File: config.mk
export PLATFORM = sky130hd
export DESIGN_NAME = seg_scan_driver
export DESIGN_NICKNAME = d
export VERILOG_FILES = /design/src/rtl/seg_pkg.sv /design/src/rtl/seg7_decode.sv /design/src/rtl/seg_scan_driver.sv
export SDC_FILE = /design/constraint.sdc
export NUM_CORES = 1
export LEC_CHECK = 0
export ABC_AREA = 0
export BUFFER_PORTS_ARGS = -buffer_cell sky130_fd_sc_hd__clkbuf_2
export CELL_PAD_IN_SITES_DETAIL_PLACEMENT = 1
export CELL_PAD_IN_SITES_GLOBAL_PLACEMENT = 1
export CORE_ASPECT_RATIO = 1.4
export CORE_MARGIN = 5
export CORE_UTILIZATION = 30
export DETAILED_ROUTE_END_ITERATION = 8
export PLACE_DENSITY_LB_ADDON = 0.1
export SKIP_LAST_GASP = 1
export SYNTH_ARGS = -nofsm -noshare
export SYNTH_HDL_FRONTEND = slang
export SYNTH_HIERARCHICAL = 1
export SYNTH_SLANG_ARGS = --single-unit
export TNS_END_PERCENT = 5
File: constraint.sdc
create_clock -name clk -period 3.5 [get_ports clk]
set_clock_uncertainty 0.15 [all_clocks]
set_input_delay 0.7 -clock clk [delete_from_list [all_inputs] [get_ports clk]]
set_output_delay 0.7 -clock clk [all_outputs]
set_load 0.01 [all_outputs]
File: src/rtl/seg_pkg.sv
// Shared seven-segment definitions: digit codes, glyph patterns, slot states.
package seg_pkg;

  localparam logic [3:0] SEG_CODE_SEP   = 4'd10;
  localparam logic [3:0] SEG_CODE_BLANK = 4'd11;

  // Patterns are packed {g,f,e,d,c,b,a}, segment a in bit 0.
  typedef struct packed {
    logic g;
    logic f;
    logic e;
    logic d;
    logic c;
    logic b;
    logic a;
  } seg_bits_t;

  typedef logic [6:0] seg_pat_t;

  localparam seg_pat_t PAT_0   = 7'h3F;
  localparam seg_pat_t PAT_1   = 7'h06;
  localparam seg_pat_t PAT_2   = 7'h5B;
  localparam seg_pat_t PAT_3   = 7'h4F;
  localparam seg_pat_t PAT_4   = 7'h66;
  localparam seg_pat_t PAT_5   = 7'h6D;
  localparam seg_pat_t PAT_6   = 7'h7D;
  localparam seg_pat_t PAT_7   = 7'h07;
  localparam seg_pat_t PAT_8   = 7'h7F;
  localparam seg_pat_t PAT_9   = 7'h6F;
  localparam seg_pat_t PAT_SEP = 7'h40;
  localparam seg_pat_t PAT_OFF = 7'h00;

  typedef enum logic {
    ST_DEAD,
    ST_SHOW
  } slot_st_t;

endpackage

File: src/rtl/seg7_decode.sv
// Digit code to active-high seven-segment glyph.
module seg7_decode
  import seg_pkg::*;
(
  input  logic [3:0] code,
  output seg_pat_t   pat
);

  always_comb begin
    pat = PAT_OFF;
    case (code)
      4'd0:         pat = PAT_0;
      4'd1:         pat = PAT_1;
      4'd2:         pat = PAT_2;
      4'd3:         pat = PAT_3;
      4'd4:         pat = PAT_4;
      4'd5:         pat = PAT_5;
      4'd6:         pat = PAT_6;
      4'd7:         pat = PAT_7;
      4'd8:         pat = PAT_8;
      4'd9:         pat = PAT_9;
      SEG_CODE_SEP: pat = PAT_SEP;
      default:      pat = PAT_OFF;
    endcase
  end

endmodule

File: src/rtl/seg_scan_driver.sv
// Eight-digit multiplexed seven-segment scanner with dead time,
// per-digit blink/dot and registered board-pin outputs.
module seg_scan_driver
  import seg_pkg::*;
#(
  parameter int SLOT_CYCLES    = 12500,
  parameter int DEAD_CYCLES    = 16,
  parameter int BLINK_CYCLES   = 25_000_000,
  parameter bit SEG_ACTIVE_LOW = 1'b1,
  parameter bit AN_ACTIVE_LOW  = 1'b1
) (
  input  logic       clk,
  input  logic       rst,
  input  logic [3:0] led0,
  input  logic [3:0] led1,
  input  logic [3:0] led2,
  input  logic [3:0] led3,
  input  logic [3:0] led4,
  input  logic [3:0] led5,
  input  logic [3:0] led6,
  input  logic [3:0] led7,
  input  logic [7:0] blink_mask,
  input  logic [7:0] dot_mask,
  input  logic       blank,
  output logic [7:0] an,
  output logic [6:0] seg,
  output logic       dp
);

  localparam int SW = (SLOT_CYCLES > 1) ? $clog2(SLOT_CYCLES) : 1;
  localparam int BW = (BLINK_CYCLES > 1) ? $clog2(BLINK_CYCLES) : 1;
  localparam logic [SW-1:0] SLOT_LAST = SW'(SLOT_CYCLES - 1);
  localparam logic [BW-1:0] BLINK_LAST = BW'(BLINK_CYCLES - 1);
  localparam slot_st_t ST_RST = (DEAD_CYCLES > 0) ? ST_DEAD : ST_SHOW;

  logic [SW-1:0] slot_cnt, slot_nxt;
  logic [2:0]    digit_idx;
  logic [BW-1:0] blink_cnt;
  logic          blink_phase;
  slot_st_t      st, st_nxt;

  logic [3:0] cap_code;
  logic       cap_dot, cap_blink;
  logic [3:0] leds [8];
  logic [3:0] code_eff;
  logic       dot_eff, blink_eff, cap_now, slot_wrap, dark;
  seg_pat_t   pat;
  logic [7:0] an_d;
  logic [6:0] seg_d;
  logic       dp_d;

  assign leds = '{led0, led1, led2, led3, led4, led5, led6, led7};

  assign slot_wrap = (slot_cnt == SLOT_LAST);
  assign cap_now   = (slot_cnt == '0);

  // The capture cycle uses the live inputs so the slot starts on fresh data.
  assign code_eff  = cap_now ? leds[digit_idx] : cap_code;
  assign dot_eff   = cap_now ? dot_mask[digit_idx] : cap_dot;
  assign blink_eff = cap_now ? blink_mask[digit_idx] : cap_blink;
  assign dark      = blank | (blink_eff & blink_phase);

  seg7_decode u_dec (
    .code (code_eff),
    .pat  (pat)
  );

  always_ff @(posedge clk) begin
    if (rst) st <= ST_RST;
    else     st <= st_nxt;
  end

  always_comb begin
    slot_nxt = slot_wrap ? '0 : slot_cnt + 1'b1;
    st_nxt   = (int'(slot_nxt) < DEAD_CYCLES) ? ST_DEAD : ST_SHOW;
    an_d     = '0;
    seg_d    = '0;
    dp_d     = 1'b0;
    unique case (st)
      ST_DEAD: ;
      ST_SHOW: begin
        an_d = 8'd1 << digit_idx;
        if (!dark) begin
          seg_d = pat;
          dp_d  = dot_eff;
        end
      end
    endcase
  end

  always_ff @(posedge clk) begin
    if (rst) begin
      slot_cnt    <= '0;
      digit_idx   <= '0;
      blink_cnt   <= '0;
      blink_phase <= 1'b0;
      cap_code    <= SEG_CODE_BLANK;
      cap_dot     <= 1'b0;
      cap_blink   <= 1'b0;
      an          <= {8{AN_ACTIVE_LOW}};
      seg         <= {7{SEG_ACTIVE_LOW}};
      dp          <= SEG_ACTIVE_LOW;
    end else begin
      slot_cnt <= slot_nxt;
      if (slot_wrap) digit_idx <= digit_idx + 3'd1;
      if (blink_cnt == BLINK_LAST) begin
        blink_cnt   <= '0;
        blink_phase <= ~blink_phase;
      end else begin
        blink_cnt <= blink_cnt + 1'b1;
      end
      if (cap_now) begin
        cap_code  <= code_eff;
        cap_dot   <= dot_eff;
        cap_blink <= blink_eff;
      end
      an  <= an_d ^ {8{AN_ACTIVE_LOW}};
      seg <= seg_d ^ {7{SEG_ACTIVE_LOW}};
      dp  <= dp_d ^ SEG_ACTIVE_LOW;
    end
  end

endmodule

==> results of run 1 <==
## final cells by class
cell class | count | area [sq um] | share of cell area [%]
clock buffers | 9 | 225 | 5.45
clock inverters | 7 | 46.3 | 1.12
inverters | 18 | 67.6 | 1.63
multi-input cells | 270 | 1910 | 46.3
flip-flops and latches | 66 | 1320 | 32.0
well taps | 141 | 176 | 4.27
repair buffers | 73 | 383 | 9.26
## synth_stat cells, types with 6 or more instances
library cell | n | share of area, %
xnor2_1 | 28 | 7.3
nand4_1 | 10 | 1.9
nand2_1 | 38 | 4.2
o21ai_0 | 7 | 1.0
dfxtp_1 | 66 | 39
nor2_1 | 47 | 5.2
a21oi_1 | 7 | 1.0
nor3_1 | 11 | 1.6
nor4_1 | 7 | 1.3
nand3_1 | 16 | 2.4
ha_1 | 15 | 5.6
mux4_2 | 12 | 8.0
inv_1 | 17 | 1.9
xor2_1 | 8 | 2.1
clkbuf_1 | 6 | 0.67
a31oi_1 | 7 | 1.3
## flip-flops by register name (all words and copies together), names as in the netlist, 3 cells and up
signal and count:
digit_idx 3, blink_cnt 25, cap_code 4, seg 7
slot_cnt 14, an 8
## metrics by stage
stage	hold WS [ps]	worst slack (ps)	cell area, sq um	utilization (%)
4_1_cts	338	440	4130	37.8
6_report	331	463	4130	37.8
5_1_grt	380	261	4130	37.8
3_5_place_dp	323	452	3860	35.3
3_3_place_gp	312	532	3860	35.3
2_1_floorplan	292	708	3360	-
## worst min path at each step
| stage | from | endpoint | slack, ps | cells past startpoint |
|---|---|---|---|---|
| 4_1_cts | blink_cnt[0] | blink_cnt[0] | 340 | 1 |
| 2_1_floorplan | blink_cnt[0] | blink_cnt[0] | 290 | 1 |
| 3_5_place_dp | blink_cnt[0] | blink_cnt[0] | 320 | 1 |
| 3_3_place_gp | blink_cnt[0] | blink_cnt[0] | 310 | 1 |
| 5_1_grt | blink_cnt[0] | blink_cnt[0] | 380 | 1 |
| 6_report | blink_cnt[0] | blink_cnt[0] | 330 | 1 |
## power groups by stage
stage | combinational (W) | sequential, W | clock, W
floorplan | 0.000111 | 0.000789 | 0
global placement | 0.000167 | 0.000792 | 0
detailed placement | 0.000170 | 0.000792 | 0
CTS | 0.000171 | 0.000776 | 0.000849
global route | 0.000189 | 0.000778 | 0.000884
finish | 0.000167 | 0.000776 | 0.000816
## routing by layer
layer	vias up	GRT usage [%]	share of wire [%]
met2	56	25.4	54
met3	13	3.61	4.3
met5	-	0	0
li1	1425	-	-
met1	1317	14.5	40
met4	0	6.23	2.0
## cells by family after synthesis
kind of cell | Yosys count | synth area share [%]
DFF | 66 | 39.3
AOI/OAI and AO/OA | 42 | 8.67
xor gates and xnor gates | 36 | 9.38
and+or+nand+nor | 164 | 24.9
adders and majority gates | 15 | 5.58
buffers and inverters | 30 | 3.83
muxes | 13 | 8.33
==> results.py, run 1 <==
metrics = {
    "critical_path": {
        "critPathKind": "register to register",
        "startpoint": "slot_cnt[9]",
        "crit_family": "simple AND/OR/NAND/NOR gates",
        "arrival_ps": 3090,
        "regToRegEndpoint": "seg[3]",
        "cp.depth": 9,
        "r2r-start": "slot_cnt[9]",
        "crit_path_end_kind": "register",
        "cp_slowest_cell": "or4_4",
        "critPathMaxFanout": 9,
        "start_kind": "register",
        "r2r_cells": 9,
        "crit_end": "seg[3]",
        "worstPathRequired_ps": 3550,
        "worst-path-buf-inv": 2,
        "worstPathCellList": "or4_4, nor2_2, a21oi_1, a31oi_1, inv_1, ha_1, inv_1, o21ai_0, nand2_1",
        "critPathMaxStageDelay_ps": 590,
        "path_common_cell": "inv_1",
        "r2r_slack_ps": 460,
    },
    "power_and_ir_drop": {
        "seqPwrFrac_pct": 44.1,
        "p_switching_w": 0.000440,
        "p_per_area_nw_per_um2": 426,
        "power.internal_w": 0.00132,
        "ir_drop_v": 0.000223,
        "p_comb_share_pct": 9.5,
        "power_frac_clock_pct": 46.4,
        "swShare_pct": 25.0,
        "finalPower_w": 0.00176,
        "leakage_nw": 1.58,
    },
    "global_routing": {
        "grt_max_degree": 26,
        "grt.overflow.total": 0,
        "grt_pass1_vias": 3152,
        "grt_pass1_wl_um": 14800,
        "antenna_found_initial": 0,
        "grtUsageTotal_pct": 13.8,
    },
    "logic_synthesis": {
        "synth_warnings": 6,
        "ys_ff_latch": 66,
        "syn_area_per_cell_sq_um": 9.19,
        "synth_ff_type": "dfxtp_1",
        "syn_area_sq_um": 3360,
        "async_flop_share_pct": 0,
        "synth.distinct_cells": 54,
        "ys_seq_area_share_pct": 39.3,
        "syn_inst": 366,
        "syn_nets": 432,
        "synth-edff-count": 0,
    },
    "cts": {
        "cts_made_buffers": 9,
        "cts_tree": "done",
        "post_cts_resized": 0,
        "post-cts-setup-buffers": 0,
        "clkSlewWorstSetupHoldPaths_ps": 60,
        "holdBufCountCts": 0,
        "cts.htree.levels": 3,
        "clock_sinks": 66,
        "insertion_delay_ps": 330,
        "cts_max_path_buffers": 2,
        "root_buffer": "clkbuf_16",
    },
    "layout": {
        "n_antenna_cell": 0,
        "layout_common_cells": "dfxtp_1 (66), clkbuf_2 (66), nor2_1 (47)",
        "fillCellCount": 1305,
        "fin_nets": 504,
        "syn2layout_area_growth_pct": 22.9,
        "instances_no_fill": 584,
        "post_route_cells_drive_above_1_share_pct": 25.5,
    },
    "sta": {
        "grt_setup_unrepaired": "no",
        "worstMarginPinSlew_ps": 725,
        "fmax_mhz": 329,
        "setup_viol": 0,
        "setup_tns_ps": 0,
        "period_share_pct": 86.8,
        "layout_min_cycle_time_ps": 3040,
        "slew_viol_final": 0,
        "max-slew-margin-rel_pct": 51.4,
        "final_hold_viol_count": 0,
    },
    "place": {
        "io_buffers": 66,
        "place.gp.congestion": 0.777,
        "place_hpwl_um": 6840,
        "dpl.cell_count": 568,
    },
    "floorplan": {
        "start_util_pct": 30.8,
        "coreArea_sq_um": 10900,
        "die_area_sq_um": 13500,
        "rows": 45,
        "fp.dieW_um": 99.5,
        "ioPinCount": 67,
        "fp.dieH_um": 135,
    },
    "route": {
        "drt-initial-drc-count": 71,
        "vias": 2811,
        "wl_per_cell_um": 15.0,
        "vias_per_cell": 4.81,
        "final_antenna_net_count": 0,
        "dr.pass1.iters": 4,
        "drt-total-wl_um": 8790,
        "drc": 0,
    },
    "min_path": {
        "hold_class": "register to register",
    },
    "run": {
        "cap_violations": 0,
    },
    "outcome": {
        "status": "completed",
    },
}
Power figures use the tool's default switching activity.
==> run 2, diff against run 1 <==
Clock period 3.5 ns to 2.71 ns, I/O delays scaled along.
==> run 2 against run 1 <==
Compared with the run above: critical path depth increased by 4; non-clock buffer count increased by 16; cell count rose by 2.6%; clock-buffer cell count is 3 higher; largest power group unchanged.
==> results.py, run 2 (synthesis results as in run 1) <==
metrics = {
    "cts": {
        "cts_made_buffers": 9,
        "clkSlewWorstSetupHoldPaths_ps": 50,
        "cts_tree": "done",
        "cts.htree.levels": 3,
        "root_buffer": "clkbuf_16",
        "clock_sinks": 66,
        "insertion_delay_ps": 330,
        "cts_max_path_buffers": 2,
        "holdBufCountCts": 0,
    },
    "power_and_ir_drop": {
        "leakage_nw": 1.67,
        "p_per_area_nw_per_um2": 558,
        "ir_drop_v": 0.000305,
    },
    "floorplan": {
        "start_util_pct": 30.8,
        "ioPinCount": 67,
        "rows": 45,
        "fp.dieW_um": 99.5,
        "coreArea_sq_um": 10900,
        "die_area_sq_um": 13500,
        "fp.dieH_um": 135,
    },
    "critical_path": {
        "start_kind": "register",
        "worstPathCellList": "inv_1, ha_1, or4b_1, nor3_4, buf_4, buf_4, a21oi_1, a31oi_1, buf_4, nor2b_4, o21ai_2, o21ai_0, nand2_1",
        "crit_path_end_kind": "register",
        "worstPathRequired_ps": 2770,
        "arrival_ps": 2630,
        "critPathMaxFanout": 8,
        "critPathKind": "register to register",
        "path_common_cell": "buf_4",
        "cp_slowest_cell": "or4b_1",
        "critPathMaxStageDelay_ps": 490,
    },
    "place": {
        "place.gp.congestion": 0.830,
        "io_buffers": 66,
        "dpl.cell_count": 582,
        "place_ws_ps": 9.10,
        "place_hpwl_um": 7090,
    },
    "sta": {
        "layout_min_cycle_time_ps": 2570,
        "worstMarginPinSlew_ps": 548,
        "fmax_mhz": 389,
        "max-slew-margin-rel_pct": 63.2,
        "final_hold_viol_count": 0,
        "worst_slack_ps": 140,
        "grt_setup_unrepaired": "yes",
        "slew_viol_final": 0,
        "setup_viol": 0,
        "period_share_pct": 94.8,
    },
    "outcome": {
        "status": "completed",
    },
    "min_path": {
        "hold_class": "register to register",
    },
    "route": {
        "drc": 0,
        "vias_per_cell": 4.88,
        "drt-total-wl_um": 9180,
        "dr.pass1.iters": 4,
        "wl_per_cell_um": 15.3,
        "drt-initial-drc-count": 61,
        "final_antenna_net_count": 0,
        "vias": 2923,
    },
    "layout": {
        "reg.largest.list": "blink_cnt: 25 flops, slot_cnt: 14 flops, an: 8 flops",
        "largest_register": "blink_cnt",
        "syn2layout_area_growth_pct": 27.9,
        "seq_area_sq_um": 1320,
        "fillCellCount": 1308,
        "multi_input_area_sq_um": 1950,
        "largest_reg_flops": 25,
        "post-route-util_pct": 39.4,
        "fin_nets": 520,
        "n_antenna_cell": 0,
        "post_route_cells_drive_above_1_share_pct": 28.8,
        "instances_no_fill": 599,
        "layout_common_cells": "dfxtp_1 (66), clkbuf_2 (66), nor2_1 (47)",
    },
    "global_routing": {
        "antenna_found_initial": 0,
        "grt_pass1_vias": 3166,
        "grt_pass1_wl_um": 15200,
        "grt_max_degree": 26,
        "grtUsageTotal_pct": 14.4,
        "grt.overflow.total": 0,
    },
    "run": {
        "cap_violations": 0,
    },
}
run 2: cell count changes in the layout (fill, tap and decap cells not counted), moves of 2 or more:
cell	previous run	this run
a31oi_1	7	4
a31oi_2	1	4
inv_2	0	2
buf_4	7	23
clkinvlp_4	3	0
inv_1	17	15
clkbuf_1	0	2
run 2: area by class of cell:
type	instances	area share, %
Clock buffer	12	5.73
Clock inverter	3	0.931
Inverter	18	1.57
Multi-Input combinational cell	270	45.2
Sequential cell	66	30.7
Tap cell	141	4.10
Timing Repair Buffer	89	11.7
run 2: through the flow:
stage	total power, W	hold slack [ps]	TNS [ps]	area, sq um
4_1_cts	0.00242	351	0	4270
3_5_place_dp	0.00126	338	0	3970
2_1_floorplan	0.00116	292	0	3370
5_1_grt	0.00251	373	-43.1	4300
3_3_place_gp	0.00126	323	0	3970
6_report	0.00240	334	0	4300
run 2: worst paths after layout:
check               start      endpoint  slack [ps]  cells past startpoint
max reg2reg   slot_cnt[0]        seg[0]         140                     13
min reg2reg  blink_cnt[0]  blink_cnt[0]         330                      1
max           slot_cnt[0]        seg[0]         140                     13
min          blink_cnt[0]  blink_cnt[0]         330                      1
run 2: worst max-delay path, delay by kind of cell (launching register included):
| family | cells | cell delay, ps |
|---|---|---|
| buf+inv | 4 | 490 |
| simple gates | 4 | 1010 |
| fa+ha+maj | 1 | 130 |
| flops | 1 | 310 |
| compound gates | 4 | 350 |
run 2: timing repair:
| action | 4_1_cts | 5_1_grt |
|---|---|---|
| setup buffers | 0 | 2 |
| pin swaps | 0 | 1 |
| gates resized for setup | 1 | 7 |
| endpoints found under the setup margin | 2 | 7 |
run 2: per-layer routing:
layer  up-vias  global-route usage (%)  wire length (um)
li1       1453                       -                 -
met1      1419                    15.0              3720
met2        34                    27.4              5040
met3        17                    2.83               187
met4         0                    6.53               233
met5         -                       0                 0
run 2: where the power goes:
| part | internal [W] | total, W | switching [W] |
|---|---|---|---|
| registers | 0.000989 | 0.000999 | 0.0000101 |
| clock network | 0.000729 | 0.00114 | 0.000411 |
| logic | 0.000125 | 0.000259 | 0.000134 |
==> run 3, diff against run 2 <==
Settings changed: CELL_PAD_IN_SITES_DETAIL_PLACEMENT 1 to 0.
==> run 3 against run 2 <==
Compared with the run above: sequential power barely moved; largest cell class unchanged; via count decreased by 4.2%; register-to-register slack gained 30 ps; first-iteration DRC count is 4.9% lower; critical path depth is 2 lower.
==> results.py, run 3 (synthesis results as in run 1) <==
metrics = {
    "route": {
        "wl_per_cell_um": 13.8,
        "drt-initial-drc-count": 58,
        "vias": 2799,
        "dr.pass1.iters": 4,
        "drt-total-wl_um": 8240,
        "drc": 0,
        "vias_per_cell": 4.67,
        "final_antenna_net_count": 0,
    },
    "floorplan": {
        "ioPinCount": 67,
        "start_util_pct": 30.8,
        "rows": 45,
        "die_area_sq_um": 13500,
        "fp.dieW_um": 99.5,
        "coreArea_sq_um": 10900,
        "fp.dieH_um": 135,
    },
    "critical_path": {
        "worstPathCellList": "inv_1, ha_1, or4b_4, nor3_4, a21oi_1, a31oi_2, inv_2, ha_1, inv_1, o21ai_0, nand2_1",
        "critPathMaxFanout": 6,
        "r2r-start": "slot_cnt[0]",
        "r2r_slack_ps": 170,
        "critPathKind": "register to register",
        "start_kind": "register",
        "critPathMaxStageDelay_ps": 470,
        "arrival_ps": 2590,
        "regToRegEndpoint": "seg[3]",
        "r2r_cells": 11,
        "crit_path_end_kind": "register",
        "worstPathRequired_ps": 2760,
        "cp_slowest_cell": "or4b_4",
    },
    "global_routing": {
        "grt_use_met2_pct": 23.4,
        "grtUsageMet3_pct": 2.22,
        "top_usage_layer": "met2",
        "grtUsageTotal_pct": 12.9,
        "use_met1_pct": 14.4,
        "grt.overflow.total": 0,
        "antenna_found_initial": 0,
        "grt_max_degree": 26,
        "grt_pass1_wl_um": 13700,
        "grt_pass1_vias": 2878,
    },
    "layout": {
        "largest_reg_flops": 25,
        "fillCellCount": 1133,
        "n_antenna_cell": 0,
        "layout_common_cells": "dfxtp_1 (66), clkbuf_2 (66), nor2_1 (47)",
        "fin_nets": 519,
        "multi_input_area_sq_um": 1940,
        "post_route_cells_drive_above_1_share_pct": 29.0,
        "seq_area_sq_um": 1320,
        "instances_no_fill": 599,
        "largest_register": "blink_cnt",
        "final_area_sq_um": 4300,
        "reg.largest.list": "blink_cnt: 25 flops, slot_cnt: 14 flops, an: 8 flops",
        "syn2layout_area_growth_pct": 27.9,
    },
    "cts": {
        "cts_tree": "done",
        "cts.htree.levels": 3,
        "insertion_delay_ps": 330,
        "holdBufCountCts": 0,
        "cts_max_path_buffers": 2,
        "clock_sinks": 66,
        "cts_made_buffers": 9,
        "clkSlewWorstSetupHoldPaths_ps": 50,
        "root_buffer": "clkbuf_16",
    },
    "place": {
        "place.gp.congestion": 0.830,
        "place_hpwl_um": 6440,
        "place_ws_ps": 33.4,
        "io_buffers": 66,
        "dpl.cell_count": 582,
        "dpl_cell_area_sq_um": 3970,
    },
    "min_path": {
        "hold_class": "register to register",
        "hold-path-endpoint": "blink_cnt[0]",
        "holdPathStages": 1,
        "hp-start": "blink_cnt[0]",
    },
    "sta": {
        "grt_setup_unrepaired": "yes",
        "period_share_pct": 93.6,
        "worstMarginPinSlew_ps": 543,
        "setup_viol": 0,
        "fmax_mhz": 394,
        "setup_tns_ps": 0,
        "slew_viol_final": 0,
        "final_hold_viol_count": 0,
        "layout_min_cycle_time_ps": 2540,
        "worst_slack_ps": 173,
        "max-slew-margin-rel_pct": 63.5,
    },
    "outcome": {
        "status": "completed",
    },
    "power_and_ir_drop": {
        "leakage_nw": 1.67,
        "p_per_area_nw_per_um2": 557,
        "ir_drop_v": 0.000277,
    },
    "run": {
        "cap_violations": 0,
    },
}
==> run 3: how the worst max path moves through the flow <==
| stage | startpoint | endpoint | slack, ps | depth (start not counted) |
|---|---|---|---|---|
| after floorplan | slot_cnt[0] | seg[3] | 70 | 11 |
| after global placement | slot_cnt[0] | seg[3] | 70 | 11 |
| after detailed placement | slot_cnt[0] | seg[3] | 30 | 11 |
| after CTS | slot_cnt[0] | seg[3] | 9 | 11 |
| after global routing | slot_cnt[0] | seg[3] | -10 | 11 |
| final | slot_cnt[0] | seg[3] | 170 | 11 |
==> run 3: layout make-up <==
type	count	area share [%]
flip-flops and latches	66	30.7
clock inverters	4	1.19
clock buffers	12	5.73
repair buffers	88	11.5
inverters	18	1.57
well taps	141	4.10
multi-input cells	270	45.2
==> run 3: worst max-delay path, delay by kind of cell, from the launching register on <==
kind            cells  cell delay [ps]
simple gates        3              800
buf+inv             3              190
flops               1              300
compound gates      3              540
fa+ha+maj           2              430
==> run 3: power breakdown <==
| group | total, W | switching, W | internal [W] |
|---|---|---|---|
| registers | 0.000998 | 0.00000898 | 0.000989 |
| logic | 0.000250 | 0.000126 | 0.000124 |
| clock network | 0.00115 | 0.000414 | 0.000737 |
| total | 0.00240 | 0.000549 | 0.00185 |
==> run 3: repair_timing <==
item / CTS / global route
setup endpoints to repair: 0 / 7
buffers inserted: 0 / 1
resized for setup: 0 / 9
endpoints found under the hold margin: 0 / 0
==> run 3: stage by stage <==
step / util, % / power, W / hold WS [ps]
floorplan: - / 0.00116 / 292
detailed placement: 36.4 / 0.00126 / 330
finish: 39.4 / 0.00240 / 328
global route: 39.4 / 0.00251 / 375
CTS: 39.1 / 0.00243 / 343
global placement: 36.4 / 0.00126 / 323
==> run 3: routing by layer <==
layer,part of all wire (%),vias up,wire length [um]
met2,53,23,4370
met1,43,1304,3540
met4,2.4,0,197
met3,1.7,14,140
li1,-,1458,-
met5,0,-,0
